<file path="config.mk">
export PLATFORM = sky130hd
export DESIGN_NAME = int_ctrl
export DESIGN_NICKNAME = d
export VERILOG_FILES = /design/src/rtl/int_ctrl.sv
export SDC_FILE = /design/constraint.sdc
export NUM_CORES = 1
export LEC_CHECK = 0
export CORE_ASPECT_RATIO = 1.75
export CORE_MARGIN = 4
export CORE_UTILIZATION = 45
export CTS_CLUSTER_SIZE = 20
export DETAILED_ROUTE_END_ITERATION = 10
export MAX_ROUTING_LAYER = met4
export PLACE_DENSITY_LB_ADDON = 0.15
export SKIP_CTS_REPAIR_TIMING = 1
export SLEW_MARGIN = 5
export SYNTH_ARGS = -nofsm -noshare
export SYNTH_HDL_FRONTEND = slang
export SYNTH_SLANG_ARGS = --single-unit
</file>
<file path="constraint.sdc">
create_clock -name clk -period 2.3 [get_ports clk]
set_input_delay 0.23 -clock clk [delete_from_list [all_inputs] [get_ports clk]]
set_output_delay 0.23 -clock clk [all_outputs]
set_load 0.01 [all_outputs]
</file>
<file path="src/rtl/int_ctrl.sv">
// Three-source prioritized, nesting interrupt controller with a 3-deep EPC stack.
// Emits one-cycle redirect (int_jump) and return (ret_jump) pulses to the fetch stage.
module int_ctrl #(
    parameter logic [31:0] VEC0 = 32'h0000_0100,
    parameter logic [31:0] VEC1 = 32'h0000_0200,
    parameter logic [31:0] VEC2 = 32'h0000_0300
) (
    input  logic        clk,
    input  logic        rst,
    input  logic [2:0]  int_req,
    input  logic        int_en,
    input  logic        take_ok,
    input  logic [31:0] resume_pc,
    input  logic        eret,
    output logic        int_jump,
    output logic        ret_jump,
    output logic [31:0] int_addr,
    output logic [2:0]  pending,
    output logic [2:0]  in_service,
    output logic [1:0]  depth
);

    logic [2:0]  req_q;
    logic [2:0]  pending_q, pending_d;
    logic [2:0]  in_service_q, in_service_d;
    logic [1:0]  depth_q, depth_d;
    logic [1:0]  holdoff_q, holdoff_d;
    logic [31:0] stack_q [3];
    logic [31:0] stack_d [3];
    logic        int_jump_q, ret_jump_q;
    logic [31:0] int_addr_q, int_addr_d;

    logic [2:0]  req_edge;
    logic        cand_valid, lvl_valid;
    logic [1:0]  cand_idx, lvl_idx;
    logic        accept, pop;
    logic [2:0]  accept_mask, top_mask;
    logic [31:0] vec_addr, pop_addr;

    assign req_edge = int_req & ~req_q;

    // Highest set pending bit is the candidate.
    always_comb begin
        cand_valid = 1'b1;
        cand_idx   = 2'd0;
        if (pending_q[2])      cand_idx = 2'd2;
        else if (pending_q[1]) cand_idx = 2'd1;
        else if (pending_q[0]) cand_idx = 2'd0;
        else                   cand_valid = 1'b0;
    end

    // Highest set in_service bit is the current priority level.
    always_comb begin
        lvl_valid = 1'b1;
        lvl_idx   = 2'd0;
        top_mask  = 3'b000;
        if (in_service_q[2]) begin
            lvl_idx  = 2'd2;
            top_mask = 3'b100;
        end else if (in_service_q[1]) begin
            lvl_idx  = 2'd1;
            top_mask = 3'b010;
        end else if (in_service_q[0]) begin
            lvl_idx  = 2'd0;
            top_mask = 3'b001;
        end else begin
            lvl_valid = 1'b0;
        end
    end

    // eret always wins over acceptance in the same cycle.
    assign accept = cand_valid && (!lvl_valid || (cand_idx > lvl_idx)) && int_en && take_ok
                    && !eret && (depth_q != 2'd3) && (holdoff_q == 2'd0);
    assign pop    = eret && (depth_q != 2'd0) && take_ok && (holdoff_q == 2'd0);

    always_comb begin
        accept_mask = 3'b000;
        vec_addr    = VEC0;
        unique case (cand_idx)
            2'd2:    begin accept_mask = 3'b100; vec_addr = VEC2; end
            2'd1:    begin accept_mask = 3'b010; vec_addr = VEC1; end
            default: begin accept_mask = 3'b001; vec_addr = VEC0; end
        endcase
        if (!accept) accept_mask = 3'b000;
    end

    always_comb begin
        pop_addr = stack_q[0];
        unique case (depth_q)
            2'd2:    pop_addr = stack_q[1];
            2'd3:    pop_addr = stack_q[2];
            default: pop_addr = stack_q[0];
        endcase
    end

    always_comb begin
        // A fresh edge in the accepting cycle keeps the bit pending.
        pending_d    = (pending_q & ~accept_mask) | req_edge;
        in_service_d = in_service_q;
        depth_d      = depth_q;
        int_addr_d   = int_addr_q;
        for (int i = 0; i < 3; i++) stack_d[i] = stack_q[i];

        if (accept) begin
            in_service_d = in_service_q | accept_mask;
            depth_d      = depth_q + 2'd1;
            int_addr_d   = vec_addr;
            for (int i = 0; i < 3; i++) begin
                if (depth_q == i[1:0]) stack_d[i] = resume_pc;
            end
        end else if (pop) begin
            in_service_d = in_service_q & ~top_mask;
            depth_d      = depth_q - 2'd1;
            int_addr_d   = pop_addr;
        end

        if (accept || pop)          holdoff_d = 2'd2;
        else if (holdoff_q != 2'd0) holdoff_d = holdoff_q - 2'd1;
        else                        holdoff_d = 2'd0;
    end

    always_ff @(posedge clk or negedge rst) begin
        if (!rst) begin
            req_q        <= 3'b000;
            pending_q    <= 3'b000;
            in_service_q <= 3'b000;
            depth_q      <= 2'd0;
            holdoff_q    <= 2'd0;
            int_jump_q   <= 1'b0;
            ret_jump_q   <= 1'b0;
            int_addr_q   <= 32'd0;
            for (int i = 0; i < 3; i++) stack_q[i] <= 32'd0;
        end else begin
            req_q        <= int_req;
            pending_q    <= pending_d;
            in_service_q <= in_service_d;
            depth_q      <= depth_d;
            holdoff_q    <= holdoff_d;
            int_jump_q   <= accept;
            ret_jump_q   <= pop;
            int_addr_q   <= int_addr_d;
            for (int i = 0; i < 3; i++) stack_q[i] <= stack_d[i];
        end
    end

    assign int_jump   = int_jump_q;
    assign ret_jump   = ret_jump_q;
    assign int_addr   = int_addr_q;
    assign pending    = pending_q;
    assign in_service = in_service_q;
    assign depth      = depth_q;

endmodule
</file>
==> metrics.txt, run 1 <==
Rel. slew slack 0.668; antenna cell count 0; R2R Setup Slk ~0.15 ns; top post-synthesis cells by area dfrtp_1 55%, mux2_4 21%, a22o_1 4.3%; CTS Buffer Depth 2; metal3 WL roughly 460 um; crit-path max FO 22; worst r2r path cells 7; worst slack at placement about 0.11 ns; global-route wire length before repair 24400 um; period utilization 0.936; Placement Rows between 50 and 60; f_max between 400 and 500 MHz; crit-path cells buf_4 -> inv_1 -> ha_2 -> nand4_1 -> a21oi_4 -> buf_12 -> mux2_2; Startpoint Class flop; Pins Over Slew Limit 0; wire length on met1 approximately 6500 um; core area 14000 um2; distinct cell type count after synthesis 32; dpl hpwl 9420 um; placed cells approximately 700; synthesized net count about 500; area used by multi-input combinational logic 2640 um2; capture point of the worst reg-to-reg path stack_q[19]; overflow left after global routing 0; number of synthesized flops with an enable pin 0; Mean Syn Cell Area around 14 um2; DR pass1 iterations 4; Tmin final 2.15 ns; async set-reset flop share out of synthesis 1.00; Hold Path Class input pin to flop; hold path start int_req[2]; Crit path largest cell delay approximately 0.39 ns; initial antenna violation count 0; Final Worst Setup Slack between 0.1 and 0.15 ns; Buf+Inv Stages, Crit Path 3; reg2reg start depth[0]; Nets between 600 and 700; root buffer cell clkbuf_16; Worst-Margin Slew ~0.50 ns; CTS sink cnt between 100 and 150; Layout area overhead 27.4%; top post-synthesis cells by count 143 x dfrtp_1, 90 x mux2_4, 35 x a21oi_1, 34 x nand2_1; Buffers on Ports just over 80; # H-tree levels 4; status finished clean; Critical Path AT around 2.5 ns; CTS tree done; Primary FF master, synth dfrtp_1; GPL Wtd Cong 0.759; critical path class flop to flop; filler cell count between 1000 and 1500; hold depth 1; PD cells about 1300 nW/um2; Avg WL per Cell roughly 20 um; Synth Register Bits approximately 140; Initial Util 0.462; Crit path max-delay family buffers and inverters; total vias in the final route 4046; largest area contributor in the netlist dfrtp_1; Die Width 98.5 um; Final Non-Filler Cells around 750; vias in the first global route ~4500; CTS Buf Count 17; count leader, synth dfrtp_1; Vert. Die Dim 166 um; GRT Total Usage 0.192; WL final around 15000 um; Storage cell area about 3600 um2; Critical Path RT roughly 2.6 ns; Crit. End Element flop; Overall Power 11.1 mW; drt drc 0; RSZ-0062 raised after global routing no; Final Skew between 0.007 and 0.008 ns; IO Count between 80 and 90; DR top layer met4; routed vias/inst between 5 and 6; final hold vios 0; clock-pin slew on the worst setup and hold paths 0.06 ns; Max IR drop VDD between 500 and 600 uV; Netlist Area Pre-Place about 6500 um2; share of cells above drive strength 1 0.290; Post-Route Setup TNS 0 ns; Static Leak roughly 3.7 nW; Worst-Skew Late Latency slightly above 0.4 ns; setup violators final 0; Final Util 0.588; Min-Delay Endpoint req_q[2]; sequential share of the synthesized area 0.555; synth warn 0; drt first-iter violations approximately 160; Post-Synthesis Cells around 470; Antenna Violating Nets Remaining 0; WL met2 about 7500 um; maximum number of pins on one net before global-route repair 53; Crit-path slowest cell dfrtp_1; max-cap violations 0; die area 16400 um2; top cell type's share of synthesized area 0.555
[cell type report]
cell class              count  share of cell area
multi-input cells         279               0.321
well taps                 177              0.0269
clock inverters            14              0.0253
repair buffers            106               0.133
inverters                  12             0.00548
flip-flops and latches    143               0.435
clock buffers              18              0.0534
[registers in the layout (all words and copies together), names as in the netlist]
| name | flops |
|---|---|
| depth | 2 |
| holdoff_q | 2 |
| in_service | 3 |
| int_addr | 32 |
| int_jump | 1 |
| pending | 3 |
| req_q | 3 |
| ret_jump | 1 |
| stack_q | 96 |
[per-layer routing]
metal  up-vias  GRT usage
met5         -          -
met4         0     0.0488
met3        16     0.0370
met2        81      0.309
met1      2068      0.252
li1       1881          -
[report_power, final]
group          total (mW)  leakage [nW]  internal, mW  switching, mW
logic                3.86          1.54          2.20           1.65
registers            4.20          1.84          3.56          0.640
clock network        3.00         0.314          1.87           1.13
total                11.1          3.70          7.63           3.43
[cell families (layout without fill, tap and decap cells)]
kind of cell    after synthesis  in the layout  share of synthesized area
flops                       143            143                      0.555
compound gates              117            117                      0.125
mux                          98             98                      0.223
simple gates                 58             58                     0.0440
buf+inv                      44            150                     0.0421
fa+ha+maj                     6              6                     0.0116
[how the worst max path moves through the flow]
stage | from | endpoint | slack, ns | cells past startpoint
2_1_floorplan | depth[0] | stack_q[0] | 0.25 | 7
3_3_place_gp | eret | stack_q[32] | 0.14 | 6
3_5_place_dp | eret | stack_q[33] | 0.11 | 6
4_1_cts | depth[0] | stack_q[19] | 0.13 | 7
5_1_grt | depth[0] | stack_q[26] | 0.04 | 7
6_report | depth[0] | stack_q[19] | 0.15 | 7
[layout by cell type (no fill, tap or decap), types with 2 or more instances in the layout]
cell,n
dfrtp_1,143
mux2_4,90
clkdlybuf4s50_1,80
a21oi_1,35
nand2_1,33
o22ai_1,32
a22o_1,32
clkbuf_16,17
buf_4,17
inv_1,11
buf_12,7
nor2_1,6
mux2_2,6
nand4_1,5
clkinv_4,5
nor2b_1,4
o21ai_0,4
ha_1,4
bufinv_16,4
nand3_1,3
a21oi_4,3
nor3b_4,2
a21o_1,2
a2111oi_0,2
o21bai_1,2
mux2i_1,2
ha_2,2
inv_8,2
[per-stage QoR]
step                      hold slack [ns]  cell area (um2)
after floorplan                   -0.0656             6450
after global placement              0.160             7560
after detailed placement            0.173             7560
after CTS                          -0.274             8210
after global routing                0.262             8220
final                               0.280             8220
Power figures use the tool's default switching activity.
==> run 2, diff against run 1 <==
--- a/config.mk
+++ b/config.mk
@@ -11,9 +11,10 @@
 export CTS_CLUSTER_SIZE = 20
 export DETAILED_ROUTE_END_ITERATION = 10
 export MAX_ROUTING_LAYER = met4
-export PLACE_DENSITY_LB_ADDON = 0.15
+export PLACE_DENSITY = 0.69
 export SKIP_CTS_REPAIR_TIMING = 1
 export SLEW_MARGIN = 5
 export SYNTH_ARGS = -nofsm -noshare
 export SYNTH_HDL_FRONTEND = slang
 export SYNTH_SLANG_ARGS = --single-unit
+export TNS_END_PERCENT = 50
==> run 2 against run 1 <==
Effect of this change: utilization is 0.19 points higher; via count is 2.2% higher; clock skew is 0.0012 ns higher; combinational power is 1% higher; worst setup slack worse by 0.039 ns; sequential share of layout area is 0.14 points lower; maximum frequency is 1.8% lower; wire length is 1.9% higher; largest power group unchanged; clock power is 2% higher; register-to-register slack worse by 0.04 ns; final cell count is 0.40% higher; largest cell class unchanged.
==> metrics.txt, run 2 (same netlist as run 1, synthesis figures left out) <==
status finished clean; crit-path max FO 19 (-14%); RSZ-0062 raised after global routing no; Worst-Margin Slew 0.622 ns (+0.125 ns); Crit path largest cell delay 0.44 ns (+0.05 ns); f_max 456 MHz (-1.8%); worst slack at placement 0.0295 ns (-0.0798 ns); routed vias/inst 5.50 (+1.8%); critical path class flop to flop; placed cells 719 (+0.42%); Nets 608 (+0.50%); CTS Buffer Depth 2 (unchanged); Hold Path Class input pin to flop; Overall Power 11.2 mW (+1.0%); Hold WS 0.276 ns (-0.00360 ns); Placement Rows 57 (unchanged); Startpoint Class flop; drt first-iter violations 245 (+49%); share of cells above drive strength 1 0.296 (+0.00544); Final Cell Area 8250 um2 (+0.32%); initial antenna violation count 0 (unchanged); DR top layer met4; Vert. Die Dim 166 um (unchanged); CTS tree done; global-route wire length before repair 23900 um (-2.0%); wire length on met1 6220 um (-4.6%); WL final 14900 um (+1.9%); IO Count 82 (unchanged); Worst-Skew Late Latency 0.41 ns (about the same); core area 14000 um2 (unchanged); Final Skew 0.00837 ns (+0.00118 ns); setup violators final 0 (unchanged); Critical Path AT 2.49 ns (+0.04 ns); Max IR drop VDD 577 uV (+7.7%); Crit-path slowest cell dfrtp_1; die area 16400 um2 (unchanged); overflow left after global routing 0 (unchanged); Static Leak 3.72 nW (+0.63%); Avg WL per Cell 19.8 um (+1.5%); maximum number of pins on one net before global-route repair 63 (+19%); Final Worst Setup Slack 0.107 ns (-0.0392 ns); max-cap violations 0 (unchanged); area used by multi-input combinational logic 2650 um2 (+0.24%); Critical Path RT 2.59 ns (about the same); final hold vios 0 (unchanged); Die Width 98.5 um (unchanged); Final Non-Filler Cells 752 (+0.40%); most common cell after layout, fill and taps aside dfrtp_1; GPL Wtd Cong 0.790 (+4.0%); Buffers on Ports 81 (unchanged); Initial Util 0.462 (unchanged); CTS sink cnt 143 (unchanged); metal3 WL 557 um (+21%); vias in the first global route 4587 (+1.6%); most frequent cells in the layout 143 x dfrtp_1, 90 x mux2_4, 80 x clkdlybuf4s50_1; Pins Over Slew Limit 0 (unchanged); clock-pin slew on the worst setup and hold paths 0.06 ns (about the same); CTS Buf Count 17 (unchanged); filler cell count 1131 (-2.4%); # H-tree levels 4 (unchanged); GRT Total Usage 0.190 (-0.00266); Rel. slew slack 0.585 (-0.0824); Final Util 0.590 (+0.00188); Crit. End Element flop; max reg flops 96 (unchanged); period utilization 0.954 (+0.0171); Post-Route Setup TNS 0 ns (unchanged); Storage cell area 3580 um2 (unchanged); antenna cell count 0 (unchanged); WL met2 7900 um (+5.4%); DR pass1 iterations 4 (unchanged); crit-path cells ha_2 -> nor3b_4 -> nand4_1 -> a21oi_4 -> buf_12 -> mux2_2; dpl hpwl 9690 um (+2.9%); Tmin final 2.19 ns (+0.0392 ns); Antenna Violating Nets Remaining 0 (unchanged); PD cells 1360 nW/um2 (+0.72%); Placed Area 7560 um2 (about the same); root buffer cell clkbuf_16; total vias in the final route 4136 (+2.2%); Layout area overhead 27.8%; Largest Register stack_q; drt drc 0 (unchanged)
==> run 2: cell count changes in the layout (fill, tap and decap cells not counted), sizes merged <==
cell / before / now
buf: 25 / 28
clkinv: 6 / 3
inv: 15 / 13
clkbuf: 18 / 24
clkinvlp: 1 / 0
==> run 2: cell type report <==
| type | instances | share of cell area |
|---|---|---|
| clock buffers | 24 | 0.0633 |
| well taps | 177 | 0.0269 |
| inverters | 12 | 0.00546 |
| repair buffers | 109 | 0.132 |
| clock inverters | 8 | 0.0179 |
| multi-input cells | 279 | 0.321 |
| flip-flops and latches | 143 | 0.434 |
==> run 2: power breakdown <==
part | switching [mW] | internal (mW)
Clock | 1.03 | 2.02
Sequential | 0.650 | 3.56
Combinational | 1.70 | 2.21
Total | 3.38 | 7.80
==> run 2: layer usage <==
metal | vias to the layer above | GRT usage
li1 | 1889 | -
met1 | 2128 | 0.225
met2 | 104 | 0.319
met3 | 15 | 0.0383
met4 | 0 | 0.0690
met5 | - | -
==> run 2: worst max-delay path: cells and delay by family (launching register included) <==
kind | cells | cell delay (ns)
AOI/OAI and AO/OA | 1 | 0.23
DFF | 1 | 0.44
muxes | 1 | 0.35
adders and majority gates | 1 | 0.28
and+or+nand+nor | 2 | 0.53
buffers and inverters | 1 | 0.23
==> run 2: final timing paths <==
path	slack, ns	endpoint	start	cells after the start
max in group asynchronous	1.22	stack_q[53]	rst	3
setup reg to reg	0.11	stack_q[19]	depth[1]	6
min in group asynchronous	0.36	int_addr[23]	rst	2
hold / removal	0.28	req_q[1]	int_req[1]	1
setup / recovery	0.11	stack_q[19]	depth[1]	6
hold reg to reg	0.43	pending[2]	req_q[2]	1
==> RTL change, RTL diff (flow settings as in run 2) <==
Add an input register stage for `int_req`, `int_en`, `take_ok`, `resume_pc` and `eret`; this delays them by one clock. Comments in the files are not updated.
--- a/src/rtl/int_ctrl.sv
+++ b/src/rtl/int_ctrl.sv
@@ -22,2 +22,16 @@
 
+    logic [2:0] int_req_q;
+    logic int_en_q;
+    logic take_ok_q;
+    logic [31:0] resume_pc_q;
+    logic eret_q;
+
+    always_ff @(posedge clk) begin
+        int_req_q   <= int_req;
+        int_en_q    <= int_en;
+        take_ok_q   <= take_ok;
+        resume_pc_q <= resume_pc;
+        eret_q      <= eret;
+    end
+
     logic [2:0]  req_q;
@@ -39,3 +53,3 @@
 
-    assign req_edge = int_req & ~req_q;
+    assign req_edge = int_req_q & ~req_q;
 
@@ -71,5 +85,5 @@
     // eret always wins over acceptance in the same cycle.
-    assign accept = cand_valid && (!lvl_valid || (cand_idx > lvl_idx)) && int_en && take_ok
-                    && !eret && (depth_q != 2'd3) && (holdoff_q == 2'd0);
-    assign pop    = eret && (depth_q != 2'd0) && take_ok && (holdoff_q == 2'd0);
+    assign accept = cand_valid && (!lvl_valid || (cand_idx > lvl_idx)) && int_en_q && take_ok_q
+                    && !eret_q && (depth_q != 2'd3) && (holdoff_q == 2'd0);
+    assign pop    = eret_q && (depth_q != 2'd0) && take_ok_q && (holdoff_q == 2'd0);
 
@@ -108,3 +122,3 @@
             for (int i = 0; i < 3; i++) begin
-                if (depth_q == i[1:0]) stack_d[i] = resume_pc;
+                if (depth_q == i[1:0]) stack_d[i] = resume_pc_q;
             end
@@ -133,3 +147,3 @@
         end else begin
-            req_q        <= int_req;
+            req_q        <= int_req_q;
             pending_q    <= pending_d;
Behaviour: not the same (a bounded check fails within 4 cycles, from zero or initial values and one cycle with rst low).
==> RTL change against run 2 <==
Synthesized cell count up 8.2%. Via count grew 5.2%. Cell area grew 8.3%. Wire length up 4.0%. Area after synthesis up 12%. Global-route usage down 1.0 points. Final cell count up 5.9%. Die area up 11%. Power up 4.3%. Critical path type unchanged. Sequential cell count is 38 higher. Worst setup slack improved by 0.029 ns.
==> RTL change: results (changes against run 2) <==
| Metric | Value |
|---|---|
| Status | finished, final reports clean |
| Max stage delay cell, worst path | dfrtp_1 |
| Diodes inserted | 0 (unchanged) |
| LEAKAGE | 3.973 nW (+6.8%) |
| Placement Cell Area | 8274 um^2 (+9.4%) |
| CTS Buf Count | 17 (unchanged) |
| Gr usage total | 17.96% (-1.0 points) |
| Placer congestion estimate | 0.8137 (+3.0%) |
| CP delay by family, top | flip-flops |
| Largest net degree at the start of global routing | 60 (-4.8%) |
| Final core occ | 56.55% (-2.5 points) |
| DRT iter0 DRCs | 267 (+9.0%) |
| Clk_skew | 0.009367 ns (+0.0009944 ns) |
| DR pass1 iterations | 6 (+2) |
| First-pass GRT wire length | 25,190 um (+5.2%) |
| CTS Buffer Depth | 2 (unchanged) |
| Number of global-route vias before repair | 4,641 (+1.2%) |
| Setup Slack @ Placement | 0.1072 ns (+0.07771 ns) |
| Max FO, Critical Path | 12 (-7) |
| Htree depth | 4 (unchanged) |
| Critical Path AT | 2.46 ns (-0.03 ns) |
| Share of layout cells above drive strength 1 | 27.02% (-2.5 points) |
| Top cells by count, synth | dfrtp_1, mux2_4, dfxtp_1 |
| Synth warnings | 0 (unchanged) |
| Crit share post-route | 94.09% (-1.3 points) |
| Measured slew at the worst slew-check pin | 0.4640 ns (-0.1581 ns) |
| Type of the tightest min-delay check | input port to flip-flop |
| Post-synth cell types | 33 (+3.1%) |
| Syn_nets | 550 (+7.4%) |
| Vias per std cell | 5.465 (-0.64%) |
| Ranking of synthesized cells by area | dfrtp_1, mux2_4, dfxtp_1, a22o_1, o22ai_1 |
| Max Cap Viol | 0 (unchanged) |
| Max reg flops | 96 (unchanged) |
| Final nets | 640 (+5.3%) |
| CP max stage delay | 0.46 ns (+0.02 ns) |
| Final HPWL DP | 9764 um (+0.75%) |
| Filler cells | 1,229 (+8.7%) |
| R2r setup slk | 0.14 ns (+0.03 ns) |
| Ys async rst share | 79.01% (-21 points) |
| Sequential area share after synthesis | 60.22% (+4.8 points) |
| Max VDD drop | 570.7 uV (-1.0%) |
| Wire per inst | 19.48 um (-1.7%) |
| CTS clock-pin slew for the worst setup and hold paths | approximately 0.07 ns |
| Post-route ant nets | 0 (unchanged) |
## RTL change: routing by layer
| metal | part of all wire, % | track usage [%] |
|---|---|---|
| met1 | 42 | 21.46 |
| met2 | 53 | 30.36 |
| met3 | 3.5 | 4.156 |
| met4 | 1.4 | 5.657 |
| met5 | 0 | - |
## RTL change: kinds of logic after synthesis
kind of cell / Yosys count / synth area share (%)
AOI/OAI and AO/OA: 117 / 11.08
adders and majority gates: 6 / 1.042
buffers and inverters: 44 / 3.751
DFF: 181 / 60.22
muxes: 98 / 19.97
and+or+nand+nor: 58 / 3.942
## RTL change: worst paths after layout
check | from | end | cells past startpoint
max in group asynchronous | rst | stack_q[53]$_DFFE_PN0P_ | 3
min in group asynchronous | rst | stack_q[36]$_DFFE_PN0P_ | 2
setup / recovery | pending[2]$_DFF_PN0_ | stack_q[25]$_DFFE_PN0P_ | 8
setup reg to reg | pending[2]$_DFF_PN0_ | stack_q[25]$_DFFE_PN0P_ | 8
hold reg to reg | int_req_q[0]$_DFF_P_ | req_q[0]$_DFF_PN0_ | 0
hold / removal | resume_pc[2] | resume_pc_q[2]$_DFF_P_ | 1
## RTL change: layout make-up
| type | count | area share, % |
|---|---|---|
| clock buffers | 19 | 5.070 |
| flip-flops and latches | 181 | 48.57 |
| clock inverters | 13 | 1.527 |
| multi-input cells | 279 | 29.55 |
| inverters | 12 | 0.5322 |
| well taps | 189 | 2.647 |
| repair buffers | 103 | 12.10 |
## RTL change: where the power goes
group	total [mW]	internal, mW	switching (mW)
Combinational	3.82	2.19	1.62
Clock	2.87	1.59	1.28
Sequential	4.97	4.27	0.706
Total	11.7	8.05	3.61
## RTL change: per-stage QoR
stage | instances | setup TNS, ns | hold WS [ns]
2_1_floorplan | 504 | 0 | -0.06559
3_3_place_gp | 761 | 0 | 0.1677
3_5_place_dp | 761 | 0 | 0.1735
4_1_cts | 793 | 0 | -0.2881
5_1_grt | 796 | -0.003062 | 0.2228
6_report | 796 | 0 | 0.2454
